## src/rtl/dcache_pkg.sv

```systemverilog
// Shared types and address-field helpers for the direct-mapped data cache.
package dcache_pkg;

  localparam int ADDR_W    = 8;
  localparam int INDEX_W   = 3;
  localparam int OFFSET_W  = 2;
  localparam int TAG_W     = ADDR_W - INDEX_W - OFFSET_W;
  localparam int BLOCK_W   = 32;
  localparam int LINES     = 1 << INDEX_W;
  localparam int INDEX_LSB = OFFSET_W;
  localparam int TAG_LSB   = OFFSET_W + INDEX_W;
  localparam int MADDR_W   = TAG_W + INDEX_W;

  typedef enum logic [1:0] {
    IDLE,
    WRITEBACK,
    FETCH,
    UPDATE
  } state_t;

  function automatic logic [TAG_W-1:0] tag_of(
    input logic [ADDR_W-1:0] a
  );
    return a[ADDR_W-1:TAG_LSB];
  endfunction

  function automatic logic [INDEX_W-1:0] index_of(
    input logic [ADDR_W-1:0] a
  );
    return a[TAG_LSB-1:INDEX_LSB];
  endfunction

  function automatic logic [OFFSET_W-1:0] offset_of(
    input logic [ADDR_W-1:0] a
  );
    return a[OFFSET_W-1:0];
  endfunction

endpackage

```

## src/rtl/dcache_array.sv

```systemverilog
// Line storage: valid/dirty bits (cleared by reset), tags and data blocks.
module dcache_array
  import dcache_pkg::*;
(
  input  logic                CLK,
  input  logic                RESET,
  input  logic [INDEX_W-1:0]  index,
  output logic                valid,
  output logic                dirty,
  output logic [TAG_W-1:0]    tag,
  output logic [BLOCK_W-1:0]  data,
  input  logic                byte_we,
  input  logic [OFFSET_W-1:0] offset,
  input  logic [7:0]          byte_data,
  input  logic                fill_we,
  input  logic [TAG_W-1:0]    fill_tag,
  input  logic [BLOCK_W-1:0]  fill_data
);

  logic [LINES-1:0]   valid_q;
  logic [LINES-1:0]   dirty_q;
  logic [TAG_W-1:0]   tag_q  [LINES];
  logic [BLOCK_W-1:0] data_q [LINES];

  assign valid = valid_q[index];
  assign dirty = dirty_q[index];
  assign tag   = tag_q[index];
  assign data  = data_q[index];

  always_ff @(posedge CLK) begin
    if (RESET) begin
      valid_q <= '0;
      dirty_q <= '0;
    end else if (fill_we) begin
      valid_q[index] <= 1'b1;
      dirty_q[index] <= 1'b0;
    end else if (byte_we) begin
      dirty_q[index] <= 1'b1;
    end
  end

  // Tags and data keep their contents across reset.
  always_ff @(posedge CLK) begin
    if (fill_we) begin
      tag_q[index]  <= fill_tag;
      data_q[index] <= fill_data;
    end else if (byte_we) begin
      data_q[index][{offset, 3'b000} +: 8] <= byte_data;
    end
  end

endmodule

```

## src/rtl/dcache_ctrl.sv

```systemverilog
// Direct-mapped write-back, write-allocate data cache controller.
module dcache_ctrl
  import dcache_pkg::*;
(
  input  logic                CLK,
  input  logic                RESET,
  input  logic                READ,
  input  logic                WRITE,
  input  logic [ADDR_W-1:0]   ADDRESS,
  input  logic [7:0]          WRITEDATA,
  output logic [7:0]          READDATA,
  output logic                BUSYWAIT,
  output logic                MEM_READ,
  output logic                MEM_WRITE,
  output logic [MADDR_W-1:0]  MEM_ADDRESS,
  output logic [BLOCK_W-1:0]  MEM_WRITEDATA,
  input  logic [BLOCK_W-1:0]  MEM_READDATA,
  input  logic                MEM_BUSYWAIT
);

  state_t state;
  state_t state_nx;

  logic [TAG_W-1:0]    req_tag;
  logic [INDEX_W-1:0]  req_idx;
  logic [OFFSET_W-1:0] req_off;
  logic                line_valid;
  logic                line_dirty;
  logic [TAG_W-1:0]    line_tag;
  logic [BLOCK_W-1:0]  line_data;
  logic [BLOCK_W-1:0]  fill_buf;
  logic                hit;
  logic                req;
  logic                byte_we;
  logic                fill_we;

  assign req_tag = tag_of(ADDRESS);
  assign req_idx = index_of(ADDRESS);
  assign req_off = offset_of(ADDRESS);
  assign req     = READ | WRITE;
  assign hit     = line_valid && (line_tag == req_tag);

  dcache_array u_array (
    .CLK       (CLK),
    .RESET     (RESET),
    .index     (req_idx),
    .valid     (line_valid),
    .dirty     (line_dirty),
    .tag       (line_tag),
    .data      (line_data),
    .byte_we   (byte_we),
    .offset    (req_off),
    .byte_data (WRITEDATA),
    .fill_we   (fill_we),
    .fill_tag  (req_tag),
    .fill_data (fill_buf)
  );

  always_ff @(posedge CLK) begin
    if (RESET) state <= IDLE;
    else       state <= state_nx;
  end

  always_comb begin
    state_nx = state;
    unique case (state)
      IDLE: begin
        if (req && !hit)
          state_nx = line_dirty ? WRITEBACK : FETCH;
      end
      WRITEBACK: if (!MEM_BUSYWAIT) state_nx = FETCH;
      FETCH:     if (!MEM_BUSYWAIT) state_nx = UPDATE;
      UPDATE:    state_nx = IDLE;
      default:   state_nx = IDLE;
    endcase
  end

  // Block is latched only on the edge that leaves FETCH.
  always_ff @(posedge CLK) begin
    if (state == FETCH && !MEM_BUSYWAIT)
      fill_buf <= MEM_READDATA;
  end

  always_comb begin
    BUSYWAIT      = 1'b1;
    MEM_READ      = 1'b0;
    MEM_WRITE     = 1'b0;
    MEM_ADDRESS   = {req_tag, req_idx};
    MEM_WRITEDATA = line_data;
    byte_we       = 1'b0;
    fill_we       = 1'b0;
    READDATA      = hit ? line_data[{req_off, 3'b000} +: 8] : 8'h00;
    unique case (state)
      IDLE: begin
        BUSYWAIT = req && !hit;
        byte_we  = WRITE && hit && !RESET;
      end
      WRITEBACK: begin
        MEM_WRITE   = 1'b1;
        MEM_ADDRESS = {line_tag, req_idx};
      end
      FETCH:   MEM_READ = 1'b1;
      UPDATE:  fill_we = !RESET;
      default: BUSYWAIT = 1'b1;
    endcase
  end

endmodule

```

## config.mk

```make
export PLATFORM = sky130hd
export DESIGN_NAME = dcache_ctrl
export DESIGN_NICKNAME = d
export VERILOG_FILES = /design/src/rtl/dcache_pkg.sv /design/src/rtl/dcache_array.sv /design/src/rtl/dcache_ctrl.sv
export SDC_FILE = /design/constraint.sdc
export NUM_CORES = 1
export LEC_CHECK = 0
export CAP_MARGIN = 40
export CORE_MARGIN = 2
export CORE_UTILIZATION = 55
export DETAILED_ROUTE_END_ITERATION = 8
export PLACE_DENSITY = 0.74
export SLEW_MARGIN = 40
export SYNTH_ARGS = -nofsm -noshare
export SYNTH_HDL_FRONTEND = slang
export SYNTH_SLANG_ARGS = --single-unit
```

## constraint.sdc

```tcl
create_clock -name CLK -period 8.9 [get_ports CLK]
set_clock_uncertainty 0.2 [all_clocks]
set_input_delay 0.89 -clock CLK [delete_from_list [all_inputs] [get_ports CLK]]
set_output_delay 0.89 -clock CLK [all_outputs]
set_load 0.03 [all_outputs]
```

# --- Word level (Yosys, flattened, before mapping) ---
# Memories as Yosys holds them, arrays and structs flattened.
# Index checks and enable logic that the tools add are counted.
totals:
  reg_bits: 50
  output_inout_bits: 49
  in_bits: 53
  elab_cells: 125
  memories: 2
  ramBits: 280
classes:
  mux: 57
  shifts: 3
  addsub: 1
  reduce_logical: 12
  magnitude_cmp: 2
  eq_ne: 7
  bitwise_logic: 37
mem_list:
  columns: ["name", "words", "word_bits", "read_ports", "rd_clocked_by_memory_dff", "write_ports", "line", "source"]
  rows:
  - ["u_array.data_q", 8, 32, 1, 0, 1, "dcache_array.sv:23", "logic [BLOCK_W-1:0] data_q [LINES];"]
  - ["u_array.tag_q", 8, 3, 1, 0, 1, "dcache_array.sv:22", "logic [TAG_W-1:0] tag_q [LINES];"]
op_table:
  columns: ["operator", "n"]
  rows:
  - ["1-bit two-way mux", 44]
  - ["1-bit bitwise OR", 33]
  - ["32-bit two-way mux", 1]
  - ["8-bit by 7-bit variable shift with 32-bit output (first input constant)", 1]
  - ["32-bit by 6-bit variable part select with 8-bit output", 1]
  - ["8-bit by 7-bit variable part select with 32-bit output", 1]
  - ["8-bit two-way mux", 3]
  - ["8-bit bitwise OR", 2]
  - ["8-bit bitwise AND", 1]
  - ["2-bit two-way mux", 4]
  - ["8-bit NOT", 1]
  - ["2-bit case mux with 4 select lines", 1]
  - ["5-bit negation with 7-bit output", 1]
  - ["1-bit binary-select mux with 3-bit select", 2]
  - ["1-bit logical AND", 6]
  - ["6-bit two-way mux", 1]
  - ["2-bit != test (second input constant)", 3]
  - ["2-bit == test (second input constant)", 2]
  - ["3-bit by 4-bit less-than comparator with 1-bit output (second input constant)", 1]
  - ["1-bit demux with 3-bit select", 1]
  - ["3-bit == test", 1]
  - ["3-bit by 1-bit greater-or-equal comparator with 1-bit output (second input constant)", 1]
  - ["1-bit zero test", 3]
  - ["3-bit AND reduction", 1]
  - ["other kinds (3)", 3]

# --- Longest topological paths before layout ---
logic_depth:
  ltp_word: 10
  mapped_depth: 10
  mapped_depth_nobuf: 6

# --- Modules after synthesis ---
# Synthesis repeated with hierarchy kept, for this count alone.
unflattened:
  cells_unflattened: 682
  hier_area_um2: 13469.2
modules_own_cells:
  columns: ["mod", "n_inst", "seq_area_each_um2", "area_per_inst_um2", "cells_per_inst"]
  rows:
  - ["dcache_array", 1, 8728.4, 11950.2, 593]
  - ["dcache_ctrl", 1, 1001.0, 1519.0, 89]

# --- Worst setup path before layout ---
# Ideal clock, no wire load.
synth_path:
  path_type: "input-to-output"
  from: "in ADDRESS[3]"
  to: "out READDATA[2]"
  arrival_ns: 3.344
  cell_stages: 7
  slack_ns: 4.466
  path_buffers: 2
  required_time_ns: 7.810
  path_cell_list: "clkbuf_1 buf_1 mux2_2 a22oi_1 o21ai_0 mux4_2 and2_1"
synth_via:
  word_cells_on_any_way: 8
  cone_classes: "1 x eq/ne; 1 x shift; 3 x mux; 1 x reduce/logical; 2 x memory"
synth_lines:
  columns: ["element", "line", "source"]
  rows:
  - ["start, declared", "dcache_ctrl.sv:9", "input logic [ADDR_W-1:0] ADDRESS,"]
  - ["memory 8 x 32 bit", null, null]
  - ["named net MEM_WRITEDATA[2]", "dcache_ctrl.sv:16", "output logic [BLOCK_W-1:0] MEM_WRITEDATA,"]
  - ["32-bit by 6-bit variable part select with 8-bit output", "dcache_ctrl.sv:92", "READDATA = hit ? line_data[{req_off, 3'b000} +: 8] : 8'h00;"]
  - ["8-bit two-way mux", "dcache_ctrl.sv:92", null]
  - ["end, declared", "dcache_ctrl.sv:11", "output logic [7:0] READDATA,"]
# The timed path passes the listed nets, and every way through them passes these cells. The select of a mux whose other input is x is not followed.

# --- Worst setup path in the final report ---
layout_path:
  from: "in ADDRESS[4]"
  to: "out READDATA[1]"
layout_via:
  elab_chain_cells: 4
  word_cells_on_any_way: 8
  cone_classes: "1 x eq/ne; 1 x shift; 3 x mux; 1 x reduce/logical; 2 x memory"
layout_rtl:
  columns: ["element", "line"]
  rows:
  - ["branches (longest 3 deep; another with memory 8 x 32 bit)", null]
  - ["8-bit two-way mux *", "dcache_ctrl.sv:92"]
# Mark *: on every way between the ends. The select of a mux whose other input is x is not followed.

==> metrics <==
DIE WIDTH 162 um; worst slack, placed 3.18 ns; largest net degree at the start of global routing 50; share of the yosys chip area belonging to registers 70.5%; RSZ-0062 raised after global routing no; Slew Limit Fails 0; net count after synthesis 956; RePlAce Congestion 0.958; global-route wire length before repair 55.8 mm; Worst Slack Setup Final 3.18 ns; Core Area 24500 sq um; worst skew pair latency 0.51 ns; met3 GRT Util 7.05%; Internal Power 2.77 mW; filler instances 1677; worst hold slack 0.254 ns; number of remaining DRC errors 0; initial antenna violation count 0; Synth Instances 893; IO buf count 101; met1 GRT Util 40.8%; multi-input combinational cell area 3820 sq um; Hold-fix buffers, CTS 0; post-synth top area cell edfxtp_1; FF/Latch Area 9730 sq um; synth warn 0; Worst setup EP type output pin; xor/xnor share of the synthesized area 0%; H-tree levels 2; Routed wire per std cell 28.3 um; min Tclk post-route 5.72 ns; Net Sw Frac 24.3%; post-synthesis compound-gate area fraction 8.76%; commonest non-fill, non-tap cells in the layout edfxtp_1 (312), clkdlybuf4s50_1 (97), nand2_1 (84); EDFF count, synth 312; post-cts resize count 0; async set or reset register ratio after synthesis 0%; Final HPWL DP 24.8 mm; synth unique cells 49; flops & latches, synth 330; final instance area 16400 sq um; worst setup path category input port to output pin; Avg Cell Area, Syn 15.4 sq um; Rel. slew slack 42.5%; Max FO, Critical Path 28; cell area after synthesis 13800 sq um; adder-cell share of the synthesized area 0.907%; Tightest Pin Transition 0.858 ns; grt peak-use layer met2; clk slew on worst S/H paths 0.06 ns; Worst Path Required 7.81 ns; setup bufs post-CTS 0; commonest non-fill, non-tap cell in the layout edfxtp_1; via count 8762; TritonCTS Buffers 35; placed cell area 15200 sq um; Max Cap Violations 0; Total GRT Usage 29.4%; Via density 6.52; vias in the first global route 8570; CTS tree done; Initial Utilization 56.4%; ratio of final minimum period to clock period 64.2%; Worst EP arrival 4.63 ns; setup_tns 0 ns; clock power share 39.2%; synth top area cells edfxtp_1 (68%), mux2i_1 (4.9%), mux4_2 (3.9%), dfxtp_1 (2.6%), mux2_2 (2.4%); Worst setup SP type input port; DRT antenna net count 0; FMAX 175 MHz; clk root buf clkbuf_16; hold crit path type register to register; Pre-Repair DR Iteration Count 6; gr ovfl total 0; share of cells above drive strength 1 17.1%; Num Clock Sinks 330; Setup violations, final 0; io pins 102; sequential share of power 48.8%; met2 Resource Use GR 45.1%; simple-gate portion of the synthesized area 5.61%; NumNets Final 1056; proportion of synthesized area in mux cells 11.3%; Hold Violations, Final 0; largest family of logic cells by synthesized area multiplexers; initial DRC count 1350; n_diodes 0; outcome complete, no violations; area share of the largest cell type after synthesis 67.9%; Lkg Pwr 5.72 nW; Power Dens Cells 224 nW/um^2; Psw 889 uW; top_reg_cell synth edfxtp_1; Layout area overhead 18.6%; drt total wl 38.1 mm; num rows 57; power share of the combinational group 12.0%; full die area 26400 sq um; VDD IR max 0.166 mV; chip height 162 um; Clock Tree Buf Depth 3
## power groups by stage
stage,clock network [mW],logic [mW],registers [mW]
global route,1.50,0.469,1.79
floorplan,0,0.251,1.82
detailed placement,0,0.432,1.82
finish,1.44,0.441,1.79
global placement,0,0.423,1.82
CTS,1.44,0.435,1.79
## worst paths after layout
kind                              startpoint                               to  slack [ns]  cells past startpoint
max                               ADDRESS[4]                      READDATA[1]        3.18                      9
min          u_array.valid_q[0]$_SDFFE_PP0P_  u_array.valid_q[0]$_SDFFE_PP0P_        0.25                      1
max reg2reg    u_array.tag_q[5][1]$_DFFE_PP_  u_array.data_q[7][10]$_DFFE_PP_        5.17                      6
min reg2reg  u_array.valid_q[0]$_SDFFE_PP0P_  u_array.valid_q[0]$_SDFFE_PP0P_        0.25                      1
## logic make-up (layout without fill, tap and decap cells)
logic type | count (synthesis) | after routing
AO/OA/AOI/OAI | 174 | 174
adder cells (fa/ha/maj) | 10 | 10
buffers and inverters | 94 | 220
flip-flops | 330 | 330
multiplexers | 122 | 122
AND/OR/NAND/NOR | 163 | 163
## critical path: stages
cell	delay [ns]
buf_2	0.33
buf_4	0.43
nand2b_1	0.51
o22ai_1	0.23
o21a_1	0.24
nor4_4	0.61
and2_1	0.46
and2_1	0.20
clkdlybuf4s50_1	0.67
## registers in the layout, summed over array words and instances (netlist names), named ones only
| name | flops |
|---|---|
| u_array.valid_q | 8 |
| u_array.data_q | 256 |
| state | 2 |
| fill_buf | 32 |
| u_array.tag_q | 24 |
## cells in the mapped netlist (3+ instances only)
library cell and instances:
a21o_1 8, a21oi_1 41, a221o_1 10, a221oi_1 22
a22o_1 6, a22oi_1 21, a31oi_1 3, and2_1 10
buf_1 5, buf_2 10, buf_4 7, clkbuf_1 29
dfxtp_1 18, edfxtp_1 312, ha_1 10, inv_1 40
mux2_2 30, mux2i_1 68, mux4_2 24, nand2_1 85
nand3_1 5, nand4_2 4, nor2_1 28, nor2b_1 12
nor3_1 3, nor3b_1 3, o211ai_1 5, o21ai_0 23
o221ai_1 5, o22a_1 3, o22ai_1 13, o2bb2ai_1 3
o31ai_1 4
## cell type report
| cell class | instances | share of cell area (%) |
|---|---|---|
| clock buffer | 46 | 5.86 |
| tap | 324 | 2.48 |
| timing repair buffer | 115 | 6.85 |
| sequential | 330 | 59.4 |
| inverter | 42 | 0.963 |
| clock inverter | 17 | 1.04 |
| multi-input combinational | 469 | 23.4 |
## routing by layer
layer	vias up	share of wire (%)
li1	3673	-
met4	0	4.9
met5	-	0
met1	4378	39
met2	588	46
met3	123	11
## through the flow
step           utilization [%]  instances  total power [mW]
2_1_floorplan                -        893              2.07
3_3_place_gp              61.5       1277              2.24
3_5_place_dp              62.1       1277              2.25
4_1_cts                   66.7       1340              3.67
5_1_grt                   66.9       1343              3.76
6_report                  66.9       1343              3.66
Note: power is estimated with default switching activity, not from simulation.
